**config.mk**
```make
export PLATFORM = sky130hd
export DESIGN_NAME = framebuffer_scanout
export DESIGN_NICKNAME = d
export VERILOG_FILES = /design/src/rtl/vga_pkg.sv /design/src/rtl/vga_timing_gen.sv /design/src/rtl/framebuffer_scanout.sv
export SDC_FILE = /design/constraint.sdc
export NUM_CORES = 1
export LEC_CHECK = 0
export CAP_MARGIN = 20
export CORE_AREA = 10 10 74 101
export DETAILED_ROUTE_END_ITERATION = 8
export DIE_AREA = 0 0 84 111
export GPL_TIMING_DRIVEN = 0
export PLACE_DENSITY = 0.91
export SETUP_SLACK_MARGIN = 0.5
export SLEW_MARGIN = 15
export SYNTH_ARGS = -nofsm -noshare
export SYNTH_HDL_FRONTEND = slang
export SYNTH_SLANG_ARGS = --single-unit
```
**constraint.sdc**
```tcl
create_clock -name clk -period 6.85 [get_ports clk]
set_clock_uncertainty 0.15 [all_clocks]
set_input_delay 1.0275 -clock clk [delete_from_list [all_inputs] [get_ports clk]]
set_output_delay 1.0275 -clock clk [all_outputs]
set_load 0.02 [all_outputs]
```
**src/rtl/vga_pkg.sv**
```systemverilog
// Shared VGA timing defaults and scanout types.
// 640x480@60 timing with a 320x240 RGB444 framebuffer.
package vga_pkg;

    localparam int H_ACTIVE   = 640;
    localparam int H_FP       = 16;
    localparam int H_SYNC     = 96;
    localparam int H_BP       = 48;
    localparam int H_TOTAL    = H_ACTIVE + H_FP + H_SYNC + H_BP;

    localparam int V_ACTIVE   = 480;
    localparam int V_FP       = 10;
    localparam int V_SYNC     = 2;
    localparam int V_BP       = 33;
    localparam int V_TOTAL    = V_ACTIVE + V_FP + V_SYNC + V_BP;

    localparam int FB_WIDTH   = 320;
    localparam int FB_HEIGHT  = 240;
    localparam int DATA_WIDTH = 12;
    localparam int ADDR_WIDTH = 17;
    localparam int CNT_W      = 10;

    typedef logic [11:0] rgb444_t;

    typedef struct packed {
        logic de;
        logic hs;
        logic vs;
    } vid_ctl_t;

endpackage

```
**src/rtl/vga_timing_gen.sv**
```systemverilog
// Pixel/line counters with stage-0 active, sync and blank decode.
// Sync outputs are active-high here; polarity is applied at the pins.
module vga_timing_gen
    import vga_pkg::*;
#(
    parameter int H_ACTIVE = vga_pkg::H_ACTIVE,
    parameter int H_FP     = vga_pkg::H_FP,
    parameter int H_SYNC   = vga_pkg::H_SYNC,
    parameter int H_BP     = vga_pkg::H_BP,
    parameter int V_ACTIVE = vga_pkg::V_ACTIVE,
    parameter int V_FP     = vga_pkg::V_FP,
    parameter int V_SYNC   = vga_pkg::V_SYNC,
    parameter int V_BP     = vga_pkg::V_BP
) (
    input  logic             clk,
    input  logic             rst,
    output logic [CNT_W-2:0] col,
    output logic             v_odd,
    output logic             h_wrap,
    output logic             frame_wrap,
    output logic             vb_enter,
    output logic             active,
    output logic             hsync,
    output logic             vsync,
    output logic             vblank
);

    localparam logic [CNT_W-1:0] HA     = CNT_W'(H_ACTIVE);
    localparam logic [CNT_W-1:0] HS_ON  = CNT_W'(H_ACTIVE + H_FP);
    localparam logic [CNT_W-1:0] HS_OFF = CNT_W'(H_ACTIVE + H_FP + H_SYNC);
    localparam logic [CNT_W-1:0] H_LAST = CNT_W'(H_ACTIVE + H_FP + H_SYNC + H_BP - 1);
    localparam logic [CNT_W-1:0] VA     = CNT_W'(V_ACTIVE);
    localparam logic [CNT_W-1:0] VA_M1  = CNT_W'(V_ACTIVE - 1);
    localparam logic [CNT_W-1:0] VS_ON  = CNT_W'(V_ACTIVE + V_FP);
    localparam logic [CNT_W-1:0] VS_OFF = CNT_W'(V_ACTIVE + V_FP + V_SYNC);
    localparam logic [CNT_W-1:0] V_LAST = CNT_W'(V_ACTIVE + V_FP + V_SYNC + V_BP - 1);

    logic [CNT_W-1:0] h_cnt;
    logic [CNT_W-1:0] v_cnt;

    always_ff @(posedge clk or posedge rst) begin
        if (rst) begin
            h_cnt <= '0;
            v_cnt <= '0;
        end else if (h_wrap) begin
            h_cnt <= '0;
            v_cnt <= (v_cnt == V_LAST) ? '0 : v_cnt + 1'b1;
        end else begin
            h_cnt <= h_cnt + 1'b1;
        end
    end

    assign h_wrap     = (h_cnt == H_LAST);
    assign frame_wrap = h_wrap && (v_cnt == V_LAST);
    // Edge on which the counters step into (0, V_ACTIVE)
    assign vb_enter   = h_wrap && (v_cnt == VA_M1);
    assign col        = h_cnt[CNT_W-1:1];
    assign v_odd      = v_cnt[0];
    assign active     = (h_cnt < HA) && (v_cnt < VA);
    assign hsync      = (h_cnt >= HS_ON) && (h_cnt < HS_OFF);
    assign vsync      = (v_cnt >= VS_ON) && (v_cnt < VS_OFF);
    assign vblank     = (v_cnt >= VA);

endmodule

```
**src/rtl/framebuffer_scanout.sv**
```systemverilog
// Framebuffer read-side scanout: 2x2 doubled addressing, BRAM latency
// alignment of sync/de/colour, and vblank-time front/back buffer swap.
module framebuffer_scanout
    import vga_pkg::*;
#(
    parameter int   H_ACTIVE   = vga_pkg::H_ACTIVE,
    parameter int   H_FP       = vga_pkg::H_FP,
    parameter int   H_SYNC     = vga_pkg::H_SYNC,
    parameter int   H_BP       = vga_pkg::H_BP,
    parameter int   V_ACTIVE   = vga_pkg::V_ACTIVE,
    parameter int   V_FP       = vga_pkg::V_FP,
    parameter int   V_SYNC     = vga_pkg::V_SYNC,
    parameter int   V_BP       = vga_pkg::V_BP,
    parameter int   FB_WIDTH   = vga_pkg::FB_WIDTH,
    parameter int   FB_HEIGHT  = vga_pkg::FB_HEIGHT,
    parameter int   DATA_WIDTH = vga_pkg::DATA_WIDTH,
    parameter int   ADDR_WIDTH = vga_pkg::ADDR_WIDTH,
    parameter logic SYNC_POL   = 1'b0
) (
    input  logic                  clk,
    input  logic                  rst,
    output logic [ADDR_WIDTH-1:0] raddr,
    input  logic [DATA_WIDTH-1:0] rdata,
    output logic                  vga_hsync,
    output logic                  vga_vsync,
    output logic                  vga_de,
    output logic [DATA_WIDTH-1:0] vga_rgb,
    output logic                  vblank,
    input  logic                  swap_req,
    output logic                  swap_ack,
    output logic                  front_buf
);

    localparam logic [ADDR_WIDTH-1:0] FBW = ADDR_WIDTH'(FB_WIDTH);

    if (2 * FB_WIDTH != H_ACTIVE || 2 * FB_HEIGHT != V_ACTIVE) begin : g_bad_geom
        $error("framebuffer must be exactly half the active raster");
    end

    logic [CNT_W-2:0]      col;
    logic                  v_odd;
    logic                  h_wrap;
    logic                  frame_wrap;
    logic                  vb_enter;
    logic                  active;
    logic                  hsync;
    logic                  vsync;
    logic [ADDR_WIDTH-1:0] line_base;
    vid_ctl_t              s0;
    vid_ctl_t              d1;
    vid_ctl_t              d2;

    vga_timing_gen #(
        .H_ACTIVE (H_ACTIVE),
        .H_FP     (H_FP),
        .H_SYNC   (H_SYNC),
        .H_BP     (H_BP),
        .V_ACTIVE (V_ACTIVE),
        .V_FP     (V_FP),
        .V_SYNC   (V_SYNC),
        .V_BP     (V_BP)
    ) u_timing (
        .clk        (clk),
        .rst        (rst),
        .col        (col),
        .v_odd      (v_odd),
        .h_wrap     (h_wrap),
        .frame_wrap (frame_wrap),
        .vb_enter   (vb_enter),
        .active     (active),
        .hsync      (hsync),
        .vsync      (vsync),
        .vblank     (vblank)
    );

    assign s0 = '{de: active, hs: hsync, vs: vsync};

    // Each framebuffer row is reused for an even/odd line pair
    always_ff @(posedge clk or posedge rst) begin
        if (rst) begin
            line_base <= '0;
            raddr     <= '0;
        end else begin
            if (s0.de)
                raddr <= line_base + ADDR_WIDTH'(col);
            if (frame_wrap)
                line_base <= '0;
            else if (h_wrap && v_odd && !vblank)
                line_base <= line_base + FBW;
        end
    end

    always_ff @(posedge clk or posedge rst) begin
        if (rst) begin
            d1        <= '0;
            d2        <= '0;
            vga_de    <= 1'b0;
            vga_hsync <= ~SYNC_POL;
            vga_vsync <= ~SYNC_POL;
            vga_rgb   <= '0;
        end else begin
            d1        <= s0;
            d2        <= d1;
            vga_de    <= d2.de;
            vga_hsync <= d2.hs ? SYNC_POL : ~SYNC_POL;
            vga_vsync <= d2.vs ? SYNC_POL : ~SYNC_POL;
            vga_rgb   <= d2.de ? rdata : '0;
        end
    end

    always_ff @(posedge clk or posedge rst) begin
        if (rst) begin
            swap_ack  <= 1'b0;
            front_buf <= 1'b0;
        end else begin
            swap_ack <= vb_enter && swap_req;
            if (vb_enter && swap_req)
                front_buf <= ~front_buf;
        end
    end

endmodule

```
==> metrics.txt, run 1 <==
share of layout cells above drive strength 1=6.85%; total track usage=16.2%; Std-Cell Core Area=5700 sq um; I/O pin cnt=50; Max stage delay on crit path=0.63 ns; starting density of the core=54.6%; status=complete, no violations; P_sw=0.000173 W; synthesis-stage register bit count=71; drt via density=5.61; Mapped Nets=322; GR Util met1=17.7%; WP buf/inv=1; most common cell after layout, fill and taps aside=dfrtp_1; worst slew pin tran=0.595 ns; Max Clock Freq=346 MHz; CTS tree=built; maximum clock insertion buffer count=2; Layout fillers=395; fin. max-slew vios=0; VDD IR max=105 uV; clk root buf=clkbuf_8; final hold vios=0; power share of the clock group=47.7%; hold buffers post-CTS=0; htree depth=3; Setup TNS=0 ns; tightest hold margin=0.201 ns; Syn-to-layout area delta=27.5%; Yosys warnings=0; clk slew on worst S/H paths=0.07 ns; Syn Inst Count=299; FF/Latch Area=1780 sq um; Die W=84 um; Seq pwr share=48.5%; most frequent cells in the layout=dfrtp_1, clkdlybuf4s50_1, nand2_1; post-route DRC violation count=0; multi-input logic area=1230 sq um; CP Max Fanout=7; Mean Syn Cell Area=10.4 sq um; Setup Slack @ Placement=4.09 ns; Startpoint Class=flop; Tmin final=2.89 ns; final core utilization=69.6%; vias in the first global route=2563; CTS Buf Count=9; global placer's final weighted congestion=0.857; pwr dens=220 nW/um^2; RSZ-0062 raised after global routing=false; crit end category=output port; post-route clock period utilization=42.2%; GR peak layer=met2; largest net degree at the start of global routing=38; crit-path cells=a41o_1 > clkdlybuf4s50_1; leakage power=1.73 nW; CP max stage cell=clkdlybuf4s50_1; relative slew slack=59.9%; Pwr Total=0.000873 W; hold crit path type=flop to flop; chip height=111 um; family with the most delay on the worst path=buffers and inverters; Rows=33; maxcap violations=0; global routing met3 resource utilization=4.04%; postcts setup bufs=0; die area=9320 sq um; register area share after synthesis=57.2%; grt total ovfl=0; library cells used by synthesis=36; Pint=0.000700 W; post-cts sizing count=0; WL final=7410 um; Worst Path Required=5.67 ns; DP HPWL=5140 um; GR Util met2=27.8%; setup ws final=3.96 ns; nets=383; post-route ant nets=0; first-pass GRT wire length=12500 um; via count=2441; Sw Share=19.8%; WS Path Type=flop to output port; Comb pwr share=3.8%; drt pass-1 iters=6; Syn Std Cell Area=3110 sq um; WL per Instance=17.0 um; initial DRC count=120; clock sink total=71; initial antenna violation count=0; ANT cells=0; IO Port Bufs=49; endpoints failing setup=0; CP Data Arrival Time=1.71 ns; Worst-Skew Late Latency=0.35 ns
==> stage by stage <==
step,instances,instance area (sq um)
final,435,3970
after global routing,435,3970
after CTS,435,3970
after detailed placement,419,3710
after global placement,418,3690
after floorplan,299,3110
==> metal layers <==
layer | vias up | share of wire [%]
met4 | 0 | 2.3
met2 | 87 | 52
li1 | 1158 | -
met3 | 13 | 5.3
met5 | - | 0
met1 | 1183 | 40
==> flip-flops by register name, indices dropped and copies added (netlist names), 3 cells and up <==
register / flops
u_timing.v_cnt: 10
d1: 3
d2: 3
line_base: 11
u_timing.h_cnt: 10
raddr: 17
vga_rgb: 12
==> Yosys cell counts, drive strengths merged <==
library cell	count	share of area, %
o21ai	23	3.7
nor2	17	2.1
and4	1	0.28
nor2b	1	0.20
nand3	9	1.4
nor4b	1	0.28
clkbuf	11	1.3
nor4	3	0.60
ha	8	3.2
nor3	8	1.3
or3	10	2.0
a31o	1	0.28
buf	2	0.32
a41o	1	0.32
or4	6	1.4
xor2	6	1.7
dfstp	2	1.7
a31oi	3	0.60
and2	13	2.6
or4b	1	0.32
o31ai	5	1.2
a21o	1	0.24
a211oi	1	0.24
nand2	35	4.2
or2	2	0.40
nor4bb	1	0.32
o21a	2	0.48
a22o	1	0.28
nand4	10	2.0
a21oi	10	1.6
dfrtp	69	56
mux2i	4	1.3
and3	2	0.40
xnor2	15	4.2
nor3b	1	0.24
inv	13	1.6
==> final cells by class <==
cell class	count	area share, %
clock inverter	5	2.62
buffer	13	1.29
sequential	71	44.9
clock buffer	11	3.82
tap	70	2.21
timing repair buffer	50	12.9
inverter	13	1.29
multi-input combinational	202	31.0
==> final timing paths <==
path | slack (ns) | endpoint | startpoint | depth (start not counted)
min reg2reg | 0.20 | d2[0] | d1[0] | 0
min in group asynchronous | 0.90 | d2[1] | rst | 2
max | 3.96 | vblank | u_timing.v_cnt[5] | 2
min | 0.20 | d2[0] | d1[0] | 0
max in group asynchronous | 5.05 | vga_vsync | rst | 3
max reg2reg | 3.96 | line_base[10] | u_timing.h_cnt[6] | 7
==> logic make-up (layout without fill, tap and decap cells) <==
kind of cell	after synthesis	count (layout)	synth area share, %
and+or+nand+nor	121	121	20.2
DFF	71	71	57.2
AOI/OAI and AO/OA	48	48	8.97
buffers and inverters	26	92	3.22
xor gates and xnor gates	21	21	5.92
adders and majority gates	8	8	3.22
muxes	4	4	1.29
==> power by group through the flow <==
stage	combinational [W]	sequential, W	clock, W
detailed placement	0.0000332	0.000432	0
global placement	0.0000305	0.000431	0
global route	0.0000358	0.000424	0.000438
CTS	0.0000337	0.000424	0.000423
floorplan	0.00000858	0.000436	0
finish	0.0000328	0.000424	0.000417
(Power assumes the default switching activity.)
==> run 2, diff against run 1 <==
CORE_AREA = 10 10 76 104   (was 10 10 74 101)
DIE_AREA = 0 0 86 114   (was 0 0 84 111)
PLACE_DENSITY = 0.87   (was 0.91)
clock period = 3 ns   (was 6.85 ns; I/O delays follow)
==> run 2 against run 1 <==
Cell area is 3.3% higher. Global-route usage is 1.1 points lower. Sequential power is 130% higher. Critical path depth is 4 higher. Clock power is 130% higher. First-iteration DRC count is 29% higher. Non-clock buffer count is 5 higher. Flip-flop and latch count stayed put. Utilization is 2.3 points lower. Combinational power is 130% higher.
==> metrics.txt, run 2 (synthesized netlist as in run 1, its figures left out) <==
initial antenna violation count=0; Max stage delay on crit path=0.54 ns; total track usage=15.1%; htree depth=3; most frequent cells in the layout=dfrtp_1, clkdlybuf4s50_1, nand2_1; CP Data Arrival Time=2.66 ns; clk root buf=clkbuf_8; max FFs per register=17; ANT cells=0; clock sink total=71; hold crit path type=flop to flop; drt pass-1 iters=4; maximum clock insertion buffer count=2; multi-input logic area=1290 sq um; pwr dens=487 nW/um^2; Die W=86 um; drt via density=5.54; WS Path Type=flop to flop; share of layout cells above drive strength 1=12.4%; initial DRC count=155; clk slew on worst S/H paths=0.07 ns; Tmin final=2.53 ns; VDD IR max=243 uV; Setup TNS=0 ns; Worst Path Required=3.12 ns; worst slew pin tran=0.857 ns; status=complete, no violations; final hold vios=0; WL per Instance=15.8 um; hold buffers post-CTS=0; Reg with most FFs=raddr; chip height=114 um; Worst-Skew Late Latency=0.35 ns; crit end category=flop; first-pass GRT wire length=11900 um; starting density of the core=51.1%; largest net degree at the start of global routing=52; relative slew slack=42.3%; post-route DRC violation count=0; global placer's final weighted congestion=0.816; post-route cell area=4100 sq um; CTS Buf Count=9; crit-path cells=or4b_4 > buf_6 > or4_4 > buf_6 > or4_4 > a21oi_2; via count=2450; Layout fillers=426; Syn-to-layout area delta=31.7%; die area=9800 sq um; FF/Latch Area=1780 sq um; nets=388; Startpoint Class=flop; I/O pin cnt=50; DP HPWL=5000 um; Std-Cell Core Area=6080 sq um; CP max stage cell=or4b_4; maxcap violations=0; WL final=6970 um; CP Max Fanout=8; vias in the first global route=2505; RSZ-0062 raised after global routing=true; post-route clock period utilization=84.4%; placed cell areas=3720 sq um; Rows=34; grt total ovfl=0; leakage power=1.79 nW; fin. max-slew vios=0; IO Port Bufs=49; Top Registers=raddr: 17 flops, vga_rgb: 12 flops, line_base: 11 flops; endpoints failing setup=0; CTS tree=built; post-route ant nets=0; most common cell after layout, fill and taps aside=dfrtp_1; Max Clock Freq=395 MHz
## run 2: worst max-delay path, delay by kind of cell, from the launching register on
family / cells / cell delay [ns]
simple gates: 3 / 1.48
compound gates: 1 / 0.13
buf+inv: 2 / 0.29
flops: 1 / 0.41
## run 2: cell type report
type	count	area share (%)
buffer	13	1.71
timing repair buffer	55	13.6
clock buffer	11	3.70
tap	72	2.20
sequential	71	43.5
clock inverter	5	2.54
multi-input combinational	202	31.5
inverter	13	1.25
## run 2: power breakdown
group	internal (W)	switching, W
registers	0.000965	0.00000214
clock network	0.000598	0.000353
logic	0.0000378	0.0000373
## run 2: what timing repair did
| action | CTS | global route |
|---|---|---|
| endpoints found under the setup margin | 13 | 15 |
| buffers inserted | 5 | 0 |
| pin swaps | 5 | 1 |
| resized for setup | 18 | 6 |
## run 2: per-layer routing
| metal | GRT usage [%] | share of wire (%) | vias to the layer above |
|---|---|---|---|
| met5 | 0 | 0 | - |
| met4 | 7.27 | 2.6 | 0 |
| met3 | 5.85 | 5.9 | 16 |
| met2 | 25.9 | 52 | 86 |
| met1 | 15.7 | 39 | 1183 |
| li1 | - | - | 1165 |
## run 2: worst paths after layout
path,start,to,slack [ns],cells past startpoint
max,u_timing.h_cnt[5],line_base[13],0.47,6
min,d1[2],d2[2],0.20,0
max reg2reg,u_timing.h_cnt[5],line_base[13],0.47,6
min reg2reg,d1[2],d2[2],0.20,0
max in group asynchronous,rst,vga_hsync,1.89,3
min in group asynchronous,rst,u_timing.h_cnt[1],0.25,2
## run 2: stage by stage
| stage | setup WS (ns) | utilization, % | power, W | hold WS (ns) | cells |
|---|---|---|---|---|---|
| after detailed placement | 0.286 | 61.1 | 0.00106 | 0.186 | 421 |
| after global routing | 0.419 | 67.3 | 0.00205 | 0.208 | 442 |
| after floorplan | 0.524 | - | 0.00102 | 0.181 | 299 |
| final | 0.468 | 67.3 | 0.00199 | 0.200 | 442 |
| after global placement | -0.436 | 60.7 | 0.00106 | 0.184 | 420 |
| after CTS | 0.470 | 66.9 | 0.00201 | 0.202 | 442 |
==> run 3, diff against run 2 <==
clock period = 2.5 ns   (was 3 ns; I/O delays follow)
==> run 3 against run 2 <==
The run now ends with negative setup slack left. Critical path depth is 1 higher. Count of clock-buffer cells in the layout unchanged. Utilization is 7.5 points higher. Fmax fell by 0.33%. Non-clock buffer count up 20. Register-to-register slack worse by 0.51 ns. Cell count increased by 4.5%. Total power grew 15%. Worst setup slack lost 0.51 ns. Largest power group unchanged.
==> metrics.txt, run 3 (synthesized netlist as in run 1, its figures left out) <==
status=complete, but fails checks; failing checks=negative setup slack; nets=408; final hold vios=0; Std-Cell Core Area=6080 sq um; setup ws final=-0.0406 ns; maximum clock insertion buffer count=2; fin. max-slew vios=0; DP HPWL=5060 um; max FFs per register=17; CP Data Arrival Time=2.62 ns; Setup TNS=-0.0843 ns; IO Port Bufs=49; Tmin final=2.54 ns; most common cell after layout, fill and taps aside=dfrtp_1; clk slew on worst S/H paths=0.08 ns; hold buffers post-CTS=0; largest net degree at the start of global routing=38; CTS Buf Count=9; CTS tree=built; RSZ-0062 raised after global routing=true; Startpoint Class=flop; tightest hold margin=0.209 ns; CP Max Fanout=10; Syn-to-layout area delta=46.4%; Top Registers=raddr: 17 flops, vga_rgb: 12 flops, line_base: 11 flops; crit-path cells=or4b_4 > buf_6 > or4_4 > buf_6 > clkbuf_4 > o31ai_2 > a21oi_2; power share of the clock group=45.4%; pwr dens=503 nW/um^2; dpl cells=421; post-route clock period utilization=102%; I/O pin cnt=50; R2R setup slack=-0.04 ns; Rows=34; initial antenna violation count=0; Layout fillers=341; Max stage delay on crit path=0.53 ns; Reg with most FFs=raddr; relative slew slack=46.0%; Worst Hold Launch=d2[0]; die area=9800 sq um; worst r2r path cells=7; endpoints failing setup=3; Pint=0.00179 W; Comb pwr share=3.9%; reg-to-reg endpoint=line_base[11]; Worst-Skew Late Latency=0.36 ns; clock sink total=71; WHS Endpoint=vga_vsync; starting density of the core=51.1%; drt pass-1 iters=5; leakage power=2.02 nW; Seq pwr share=50.7%; chip height=114 um; clk root buf=clkbuf_8; FF/Latch Area=1790 sq um; ANT cells=0; WS Path Type=flop to flop; R2R Path Start=u_timing.h_cnt[5]; maxcap violations=0; final std cells w/o fill=462; CP max stage cell=or4b_4; Crit path top cell by count=buf_6; multi-input logic area=1510 sq um; htree depth=3; crit end category=flop; most frequent cells in the layout=dfrtp_1, clkdlybuf4s50_1, nand2_1; Pwr Total=0.00229 W; Die W=86 um; hold depth=1; via count=2774; WL per Instance=20.7 um; share of layout cells above drive strength 1=26.9%; vias in the first global route=2672; initial DRC count=235; P_sw=0.000499 W; drt via density=6.00; VDD IR max=231 uV; post-route ant nets=0; WL final=9560 um; worst slew pin tran=0.811 ns; post-route DRC violation count=0; global placer's final weighted congestion=0.820; crit path from=u_timing.h_cnt[5]; Worst Path Required=2.58 ns; grt total ovfl=0; hold crit path type=flop to flop; first-pass GRT wire length=13100 um; Sw Share=21.8%; total track usage=16.6%; Max Clock Freq=394 MHz
run 3: changes by cell type in the layout (fill, tap and decap cells not counted), moves of 4 or more:
cell      previous run  this run
buf_4                5        16
o21ai_0             23        13
buf_6                2        11
o21ai_1              0         9
nor2_1              16         9
nor2_4               0         7
a21oi_1              8         3
dfrtp_1             67        62
dfrtp_2              2         7
a21oi_2              2         6
buf_8                0         4
clkbuf_1             8         4
run 3: final cells by class:
class	count	share of cell area, %
multi-input cells	202	33.1
repair buffers	75	17.0
clock inverters	5	1.79
clock buffers	11	3.11
plain buffers	13	2.50
inverters	13	1.26
flip-flops and latches	71	39.3
well taps	72	1.98
run 3: power groups by stage:
stage	Sequential [W]	Clock (W)	Combinational [W]
finish	0.00116	0.00104	0.0000898
CTS	0.00116	0.00103	0.0000912
global placement	0.00118	0	0.0000846
floorplan	0.00120	0	0.0000238
detailed placement	0.00118	0	0.0000909
global route	0.00116	0.00109	0.0000976
run 3: timing repair:
action                                  CTS  global route
cloned                                    1             2
endpoints found under the setup margin   43            46
pin swaps                                 7            15
resized for setup                        32            77
buffers inserted                          9            13
run 3: critical path: cells and delay by family, from the launching register on:
kind            cells  cell delay (ns)
buf+inv             3             0.49
simple gates        2             0.96
compound gates      2             0.40
flops               1             0.42
run 3: routing by layer:
layer	wire length, um	track usage [%]	up-vias
met5	0	0	-
met2	4990	29.2	165
li1	-	-	1204
met1	3450	17.6	1368
met4	455	7.82	0
met3	657	4.99	37
run 3: worst max path at each step:
stage                     to  slack, ns  depth (start not counted)
2_1_floorplan  line_base[11]       0.04                          6
3_3_place_gp   line_base[11]      -0.05                          6
3_5_place_dp   line_base[11]      -0.13                          6
4_1_cts        line_base[11]      -0.03                          6
5_1_grt        line_base[11]      -0.08                          7
6_report       line_base[11]      -0.04                          7
run 3: through the flow:
step | utilization (%) | setup slack (ns) | area (sq um)
6_report | 74.8 | -0.0406 | 4550
4_1_cts | 68.8 | -0.0340 | 4190
5_1_grt | 74.8 | -0.0845 | 4550
3_3_place_gp | 61.4 | -0.0544 | 3740
2_1_floorplan | - | 0.0433 | 3160
3_5_place_dp | 61.8 | -0.128 | 3760
